--- src/rtl/sine_lut_pkg.sv ---
// Shared definitions for the NCO sine look-up table.
// Used by the LUT RAM, the NCO phase accumulator and the init sequencer.
//   LUT_ADDR_W / LUT_DATA_W / LUT_DEPTH : table geometry (256 x Q1.15)
//   lut_addr_t   : table index / phase
//   lut_sample_t : signed Q1.15 sample
//   lut_count_t  : entry count, one bit wider than the address so it can hold DEPTH
package sine_lut_pkg;

  localparam int LUT_ADDR_W = 8;
  localparam int LUT_DATA_W = 16;
  localparam int LUT_DEPTH  = 256;

  typedef logic        [LUT_ADDR_W-1:0] lut_addr_t;
  typedef logic signed [LUT_DATA_W-1:0] lut_sample_t;
  typedef logic        [LUT_ADDR_W:0]   lut_count_t;

endpackage

--- src/rtl/sine_lut_array.sv ---
// Plain DEPTH x DATA_W synchronous storage for the sine table.
// One write port, one registered read port, read-before-write on a
// same-address collision. Kept free of reset and masking logic so it can be
// replaced by a hard SRAM macro with the same timing.
// Ports:
//   clk      : rising-edge clock
//   we       : write enable (active-high)
//   wr_addr  : write address
//   wr_data  : write data
//   rd_en    : read enable; output register holds when low
//   rd_addr  : read address
//   rd_data  : registered read data (1-cycle latency)
module sine_lut_array #(
  parameter int ADDR_W = 8,
  parameter int DATA_W = 16,
  parameter int DEPTH  = 256
) (
  input  logic                     clk,
  input  logic                     we,
  input  logic        [ADDR_W-1:0] wr_addr,
  input  logic signed [DATA_W-1:0] wr_data,
  input  logic                     rd_en,
  input  logic        [ADDR_W-1:0] rd_addr,
  output logic signed [DATA_W-1:0] rd_data
);

  logic signed [DATA_W-1:0] mem [DEPTH];
  logic signed [DATA_W-1:0] rd_data_p1;

  // Stage p1: both ports sample on the same edge; the non-blocking write means
  // a colliding read picks up the previous contents.
  always_ff @(posedge clk) begin
    if (we) begin
      mem[wr_addr] <= wr_data;
    end
    if (rd_en) begin
      rd_data_p1 <= mem[rd_addr];
    end
  end

  assign rd_data = rd_data_p1;

endmodule

--- src/rtl/sine_lut_ram.sv ---
// Sine LUT RAM for the NCO: accepts table writes from the init sequencer on an
// SRAM-style port (csb0/addr0/din0), serves 1-cycle registered reads to the
// phase accumulator, and tracks which entries have been loaded so the NCO can
// wait for a complete table.
// Optional feature macro: WRITE_PROTECT_EN
//   defined   : writes ignored once table_full is set; a write attempt then
//               sets the sticky wr_err flag
//   undefined : writes always accepted, wr_err tied low
// Ports:
//   clk        : rising-edge clock
//   rst        : asynchronous active-low reset
//   csb0       : write chip select, active-low
//   addr0      : write address
//   din0       : write data (Q1.15)
//   rd_en      : read request
//   rd_addr    : read address (phase)
//   rd_data    : read data, 0 for never-written entries
//   rd_valid   : rd_data valid, one cycle after rd_en
//   wr_count   : number of distinct entries written (saturates at DEPTH)
//   table_full : all DEPTH entries written, sticky until reset
//   wr_err     : sticky write-protection error
module sine_lut_ram
  import sine_lut_pkg::*;
#(
  parameter int ADDR_W = LUT_ADDR_W,
  parameter int DATA_W = LUT_DATA_W,
  parameter int DEPTH  = LUT_DEPTH   // must equal 2**ADDR_W
) (
  input  logic                     clk,
  input  logic                     rst,
  input  logic                     csb0,
  input  logic        [ADDR_W-1:0] addr0,
  input  logic signed [DATA_W-1:0] din0,
  input  logic                     rd_en,
  input  logic        [ADDR_W-1:0] rd_addr,
  output logic signed [DATA_W-1:0] rd_data,
  output logic                     rd_valid,
  output logic        [ADDR_W:0]   wr_count,
  output logic                     table_full,
  output logic                     wr_err
);

  localparam logic [ADDR_W:0] FULL_CNT = DEPTH[ADDR_W:0];

  logic                     wr_accept;
  logic [DEPTH-1:0]         written;
  logic                     hit_p1;
  logic                     vld_p1;
  logic signed [DATA_W-1:0] arr_rd_data;

`ifdef WRITE_PROTECT_EN
  assign wr_accept = ~csb0 & ~table_full;

  always_ff @(posedge clk or negedge rst) begin
    if (!rst) begin
      wr_err <= 1'b0;
    end else if (~csb0 & table_full) begin
      wr_err <= 1'b1;
    end
  end
`else
  assign wr_accept = ~csb0;
  assign wr_err    = 1'b0;
`endif

  sine_lut_array #(
    .ADDR_W (ADDR_W),
    .DATA_W (DATA_W),
    .DEPTH  (DEPTH)
  ) u_array (
    .clk     (clk),
    .we      (wr_accept),
    .wr_addr (addr0),
    .wr_data (din0),
    .rd_en   (rd_en),
    .rd_addr (rd_addr),
    .rd_data (arr_rd_data)
  );

  // Written-map and distinct-entry counter. A rewrite of a loaded entry leaves
  // the count alone; the explicit saturation guards against any wrap.
  always_ff @(posedge clk or negedge rst) begin
    if (!rst) begin
      written  <= '0;
      wr_count <= '0;
    end else if (wr_accept) begin
      written[addr0] <= 1'b1;
      if (!written[addr0] && wr_count != FULL_CNT) begin
        wr_count <= wr_count + 1'b1;
      end
    end
  end

  // table_full follows the count by one cycle and is held until reset.
  always_ff @(posedge clk or negedge rst) begin
    if (!rst) begin
      table_full <= 1'b0;
    end else if (wr_count == FULL_CNT) begin
      table_full <= 1'b1;
    end
  end

  // Stage p1: capture whether the addressed entry was loaded before this edge,
  // matching the array's read-before-write data. hit_p1 holds with the array
  // output when rd_en is low, so rd_data holds too; clearing hit_p1 on reset
  // forces rd_data to 0 immediately without resetting the array.
  always_ff @(posedge clk or negedge rst) begin
    if (!rst) begin
      vld_p1 <= 1'b0;
      hit_p1 <= 1'b0;
    end else begin
      vld_p1 <= rd_en;
      if (rd_en) begin
        hit_p1 <= written[rd_addr];
      end
    end
  end

  assign rd_valid = vld_p1;
  assign rd_data  = hit_p1 ? arr_rd_data : '0;

endmodule

--- config.mk ---
export PLATFORM = sky130hd
export DESIGN_NAME = sine_lut_ram
export DESIGN_NICKNAME = d
export VERILOG_FILES = /design/src/rtl/sine_lut_pkg.sv /design/src/rtl/sine_lut_array.sv /design/src/rtl/sine_lut_ram.sv
export SDC_FILE = /design/constraint.sdc
export NUM_CORES = 2
export LEC_CHECK = 0
export BUFFER_PORTS_ARGS = -buffer_cell sky130_fd_sc_hd__buf_2
export CORE_MARGIN = 10
export CORE_UTILIZATION = 68
export DETAILED_ROUTE_END_ITERATION = 7
export PLACE_DENSITY = 0.92
export SYNTH_ARGS = -nofsm -noshare
export SYNTH_HDL_FRONTEND = slang
export SYNTH_SLANG_ARGS = --single-unit
--- constraint.sdc ---
create_clock -name clk -period 8.1 [get_ports clk]
set_clock_uncertainty 0.1 [all_clocks]
set_input_delay 1.62 -clock clk [delete_from_list [all_inputs] [get_ports clk]]
set_output_delay 1.62 -clock clk [all_outputs]
set_load 0.02 [all_outputs]
==> results of run 1 <==
-- synthesized netlist by cell type, types with 2 or more instances --
library cell / number
mux4_2: 1490
buf_2: 110
or3b_2: 4
nor2_1: 272
dfrtp_1: 268
edfxtp_1: 4112
buf_6: 2
nand3_1: 16
inv_1: 5
nand2_1: 50
o2111ai_1: 2
nor4_1: 4
a21oi_1: 6
nor2b_1: 13
clkbuf_1: 228
a211oi_1: 2
ha_1: 2
a22oi_1: 41
nor3_1: 4
or2_2: 265
buf_1: 46
nand4_1: 10
mux2i_1: 15
nand3b_1: 3
o22ai_1: 8
and3_1: 2
or3_1: 3
xnor2_1: 8
and2_1: 21
buf_4: 7
-- logic make-up after synthesis --
kind of cell	count (synthesis)	synth area share (%)
other	1	0.002211
XOR/XNOR	8	0.04130
buffers and inverters	399	0.9883
multiplexers	1507	19.88
AO/OA/AOI/OAI	70	0.3186
flip-flops	4380	76.74
adder cells (fa/ha/maj)	2	0.01475
AND/OR/NAND/NOR	673	2.011
-- per-stage QoR --
step / utilization (%) / area [um2] / std cells / hold slack, ns / setup WS [ns]
after detailed placement: 70.72 / 175700 / 10362 / 0.3803 / 1.747
after global placement: 70.72 / 175700 / 10362 / 0.3492 / 1.631
after floorplan: - / 169600 / 7040 / 0.3515 / 3.591
==> flow_summary_export.csv, run 1 <==
group,metric,value,unit
run_status,haltStage,"clock tree synthesis",
floorplanning,num_io_pins,64,
synthesis,syn_inst,7040,
synthesis,synth_nets,7078,
synthesis,synth_top_cell_area_share,72.79,%
synthesis,dominantRegCellSynth,"edfxtp_1",
run_status,status,"did not finish",
synthesis,ys_types,51,
floorplanning,die_h,519.5,um
synthesis,synth_edf_count,4112,
floorplanning,start_util,68.29,%
clock_tree,postCtsHoldBufs,0,
run_status,error_line,"[ERROR DPL-0033] detailed placement checks failed during check placement.",
synthesis,avgSynthCellArea,24.10,um2
synthesis,synth_top_area_cell,"edfxtp_1",
synthesis,synth_area,169600,um2
clock_tree,cts_resized,0,
clock_tree,clockBufferDepth,4,
placement,gp_congestion,0.9174,
synthesis,ys_ff_latch,4380,
clock_tree,cts_sinks,4380,
floorplanning,rows,183,
clock_tree,htreeDepth,5,
clock_tree,cts_setup_buffers,0,
placement,hpwlAfterDp,316800,um
synthesis,synthArstFlopShare,6.119,%
clock_tree,cts_inserted_buffers,413,
placement,portBuffers,62,
synthesis,yosys-top-cells-area,"edfxtp_1, mux4_2, dfrtp_1",
clock_tree,cts_root_buf,"clkbuf_16",
floorplanning,die_w,519.5,um
synthesis,ys_warn_count,0,
synthesis,ys_seq_area_share,76.74,%
==> run 2, diff against run 1 <==
Settings changed: CORE_UTILIZATION 68 to 40, PLACE_DENSITY 0.92 to default, PLACE_DENSITY_LB_ADDON from default to 0.15.
==> flow_summary_export.csv, run 2 <==
group,metric,value,unit
synthesis,synth_top_area_cell,"edfxtp_1",
clock_tree,cts_inserted_buffers,455,
cells_and_area,drive_gt1_share,37.75,%
timing,final.setup.tns,0,ns
detailed_routing,firstDrtPassIters,5,
floorplanning,start_util,40.09,%
placement,hpwlAfterDp,280300,um
power_and_ir_drop,clockPowerShare,42.2,%
critical_path,end_kind,"register",
global_routing,grt_overflow,0,
synthesis,syn_inst,7040,
clock_tree,clk_pin_slew_worst_paths,0.06,ns
global_routing,grt_pass1_vias,81447,
timing,tightest_slew,1.326,ns
critical_path,cpMaxStageDelayCell,"a22oi_1",
power_and_ir_drop,p_leak,61.66,nW
critical_path,crit_path_max_incr_delay,1.02,ns
floorplanning,rows,239,
cells_and_area,ff_latch_area,130200,um2
synthesis,synthArstFlopShare,6.119,%
cells_and_area,final_common_cell,"edfxtp_1",
floorplanning,die_h,671.2,um
detailed_routing,avgViaCountPerCell,5.812,
timing,period_needed,5.402,ns
synthesis,synth_top_cell_area_share,72.79,%
cells_and_area,fill_cells,34839,
synthesis,ys_ff_latch,4380,
cells_and_area,final_util,45.82,%
synthesis,synth_commonest_cells,"edfxtp_1, mux4_2, nor2_1, dfrtp_1, or2_2",
run_status,status,"completed",
critical_path,path_delay_family,"multiplexers",
power_and_ir_drop,p_comb_share,5.7,%
cells_and_area,nets,7541,
synthesis,synth_area,169600,um2
detailed_routing,avgRoutedWirePerCell,35.07,um
global_routing,antenna_found_initial,40,
power_and_ir_drop,power_switching,10.53,mW
detailed_routing,drcViolationCount,0,
timing,timing.fmax,185.1,MHz
floorplanning,design.core.area,423100,um2
cells_and_area,multi_input_area,38470,um2
detailed_routing,routed_wl,476400,um
placement,portBuffers,62,
clock_tree,cts_sinks,4380,
cells_and_area,areaGrowthSynthToFinish,14.30,%
clock_tree,htreeDepth,5,
timing,finalCritPeriodShare,66.69,%
synthesis,ys_types,51,
timing,slew_viol_final,0,
cells_and_area,regMostFlops,"u_array.mem",
critical_path,critPathKind,"in -> reg",
floorplanning,die_w,671.2,um
clock_tree,cts_root_buf,"clkbuf_16",
timing,max_slew_margin,11.26,%
placement,gp_congestion,0.8584,
synthesis,ys_warn_count,0,
global_routing,grt_pass1_wl,664000,um
critical_path,required,8.74,ns
floorplanning,num_io_pins,64,
synthesis,ys_seq_area_share,76.74,%
critical_path,cp-start-kind,"primary input",
clock_tree,cts_resized,0,
cells_and_area,largest_reg_flops,4096,
clock_tree,postCtsHoldBufs,0,
critical_path,crit_chain,"buf_12, buf_12, buf_12, mux4_2, mux4_2, mux4_2, a22oi_1, nand2_1",
synthesis,avgSynthCellArea,24.10,um2
detailed_routing,ant_nets,0,
synthesis,synth_nets,7078,
timing,setup_viol,0,
synthesis,synth_edf_count,4112,
clock_tree,cts_tree,"built",
global_routing,grt_usage,20.75,%
global_routing,grt_start_max_net_pins,161,
power_and_ir_drop,pwr_density_cell,248.2,nW/um2
critical_path,crit_fanout,62,
timing,final-hold-violation-count,0,
clock_tree,cts_setup_buffers,0,
clock_tree,insertion_delay,1.04,ns
synthesis,yosys.cell_count.top_type,"edfxtp_1",
detailed_routing,drt_iter0_drc,8884,
floorplanning,die_area,450600,um2
detailed_routing,vias,78945,
timing,rsz0062_at_grt,"false",
power_and_ir_drop,vdd_ir_drop_max,220.2,uV
critical_path,cp_data_arrival_time,6.04,ns
job,drv_cap,0,
clock_tree,clockBufferDepth,4,
synthesis,yosys-top-cells-area,"edfxtp_1, mux4_2, dfrtp_1",
cells_and_area,final_cell_mix,"edfxtp_1, mux4_2, clkbuf_16, buf_4, dfrtp_1",
hold_path,hold_path.class,"reg -> reg",
power_and_ir_drop,p_int,37.59,mW
synthesis,dominantRegCellSynth,"edfxtp_1",
power_and_ir_drop,sw_frac_of_total,21.89,%
critical_path,cp_num_buf_inv,3,
power_and_ir_drop,power_frac_seq,52.1,%
run 2: kinds of logic after synthesis:
logic type	synth area share (%)
AOI/OAI and AO/OA	0.3186
xor gates and xnor gates	0.04130
adders and majority gates	0.01475
buffers and inverters	0.9883
DFF	76.74
muxes	19.88
other	0.002211
and+or+nand+nor	2.011
run 2: path summary, 6_finish.rpt:
check	from	end	slack [ns]	cells past startpoint
hold reg to reg	written[211]	written[211]	0.38	1
min in group asynchronous	rst	written[232]	0.44	1
setup / recovery	rd_addr[0]	u_array.rd_data[2]	2.70	8
setup reg to reg	u_array.mem[150][2]	u_array.rd_data[2]	4.53	5
hold / removal	written[211]	written[211]	0.38	1
max in group asynchronous	rst	written[77]	6.01	2
run 2: cell type report:
| cell class | instances | area share [%] |
|---|---|---|
| Inverter | 6 | 0.01161 |
| Clock buffer | 599 | 6.337 |
| Timing Repair Buffer | 399 | 1.867 |
| Tap cell | 5663 | 3.654 |
| Clock inverter | 242 | 1.109 |
| Antenna cell | 33 | 0.04259 |
| Sequential cell | 4380 | 67.14 |
| Multi-Input combinational cell | 2261 | 19.84 |
run 2: power by group through the flow:
stage | combinational (mW) | sequential, mW | clock [mW]
final | 2.75 | 25.1 | 20.3
after global routing | 2.88 | 25.1 | 21.6
after CTS | 2.80 | 25.1 | 20.7
after detailed placement | 2.79 | 25.5 | 0
after global placement | 2.76 | 25.5 | 0
after floorplan | 1.46 | 25.5 | 0
run 2: through the flow:
stage | instance area (um2) | setup WS, ns | std cells | total power [mW] | hold WS [ns]
finish | 193900 | 2.698 | 13583 | 48.13 | 0.3842
global route | 193900 | 2.667 | 13566 | 49.59 | 0.4006
CTS | 193800 | 2.875 | 13550 | 48.60 | 0.3872
detailed placement | 179400 | 1.791 | 12709 | 28.33 | 0.3671
global placement | 179400 | 1.742 | 12709 | 28.29 | 0.3513
floorplan | 169600 | 3.591 | 7040 | 26.95 | 0.3515
run 2: per-layer routing:
layer | global-route usage (%) | up-vias | part of all wire, %
met5 | 0 | - | 0.0057
met4 | 6.659 | 4 | 3.5
met3 | 3.094 | 665 | 5.8
met2 | 33.63 | 2786 | 49
met1 | 29.15 | 44319 | 42
li1 | - | 31171 | -
Note: power is estimated with default switching activity, not from simulation.
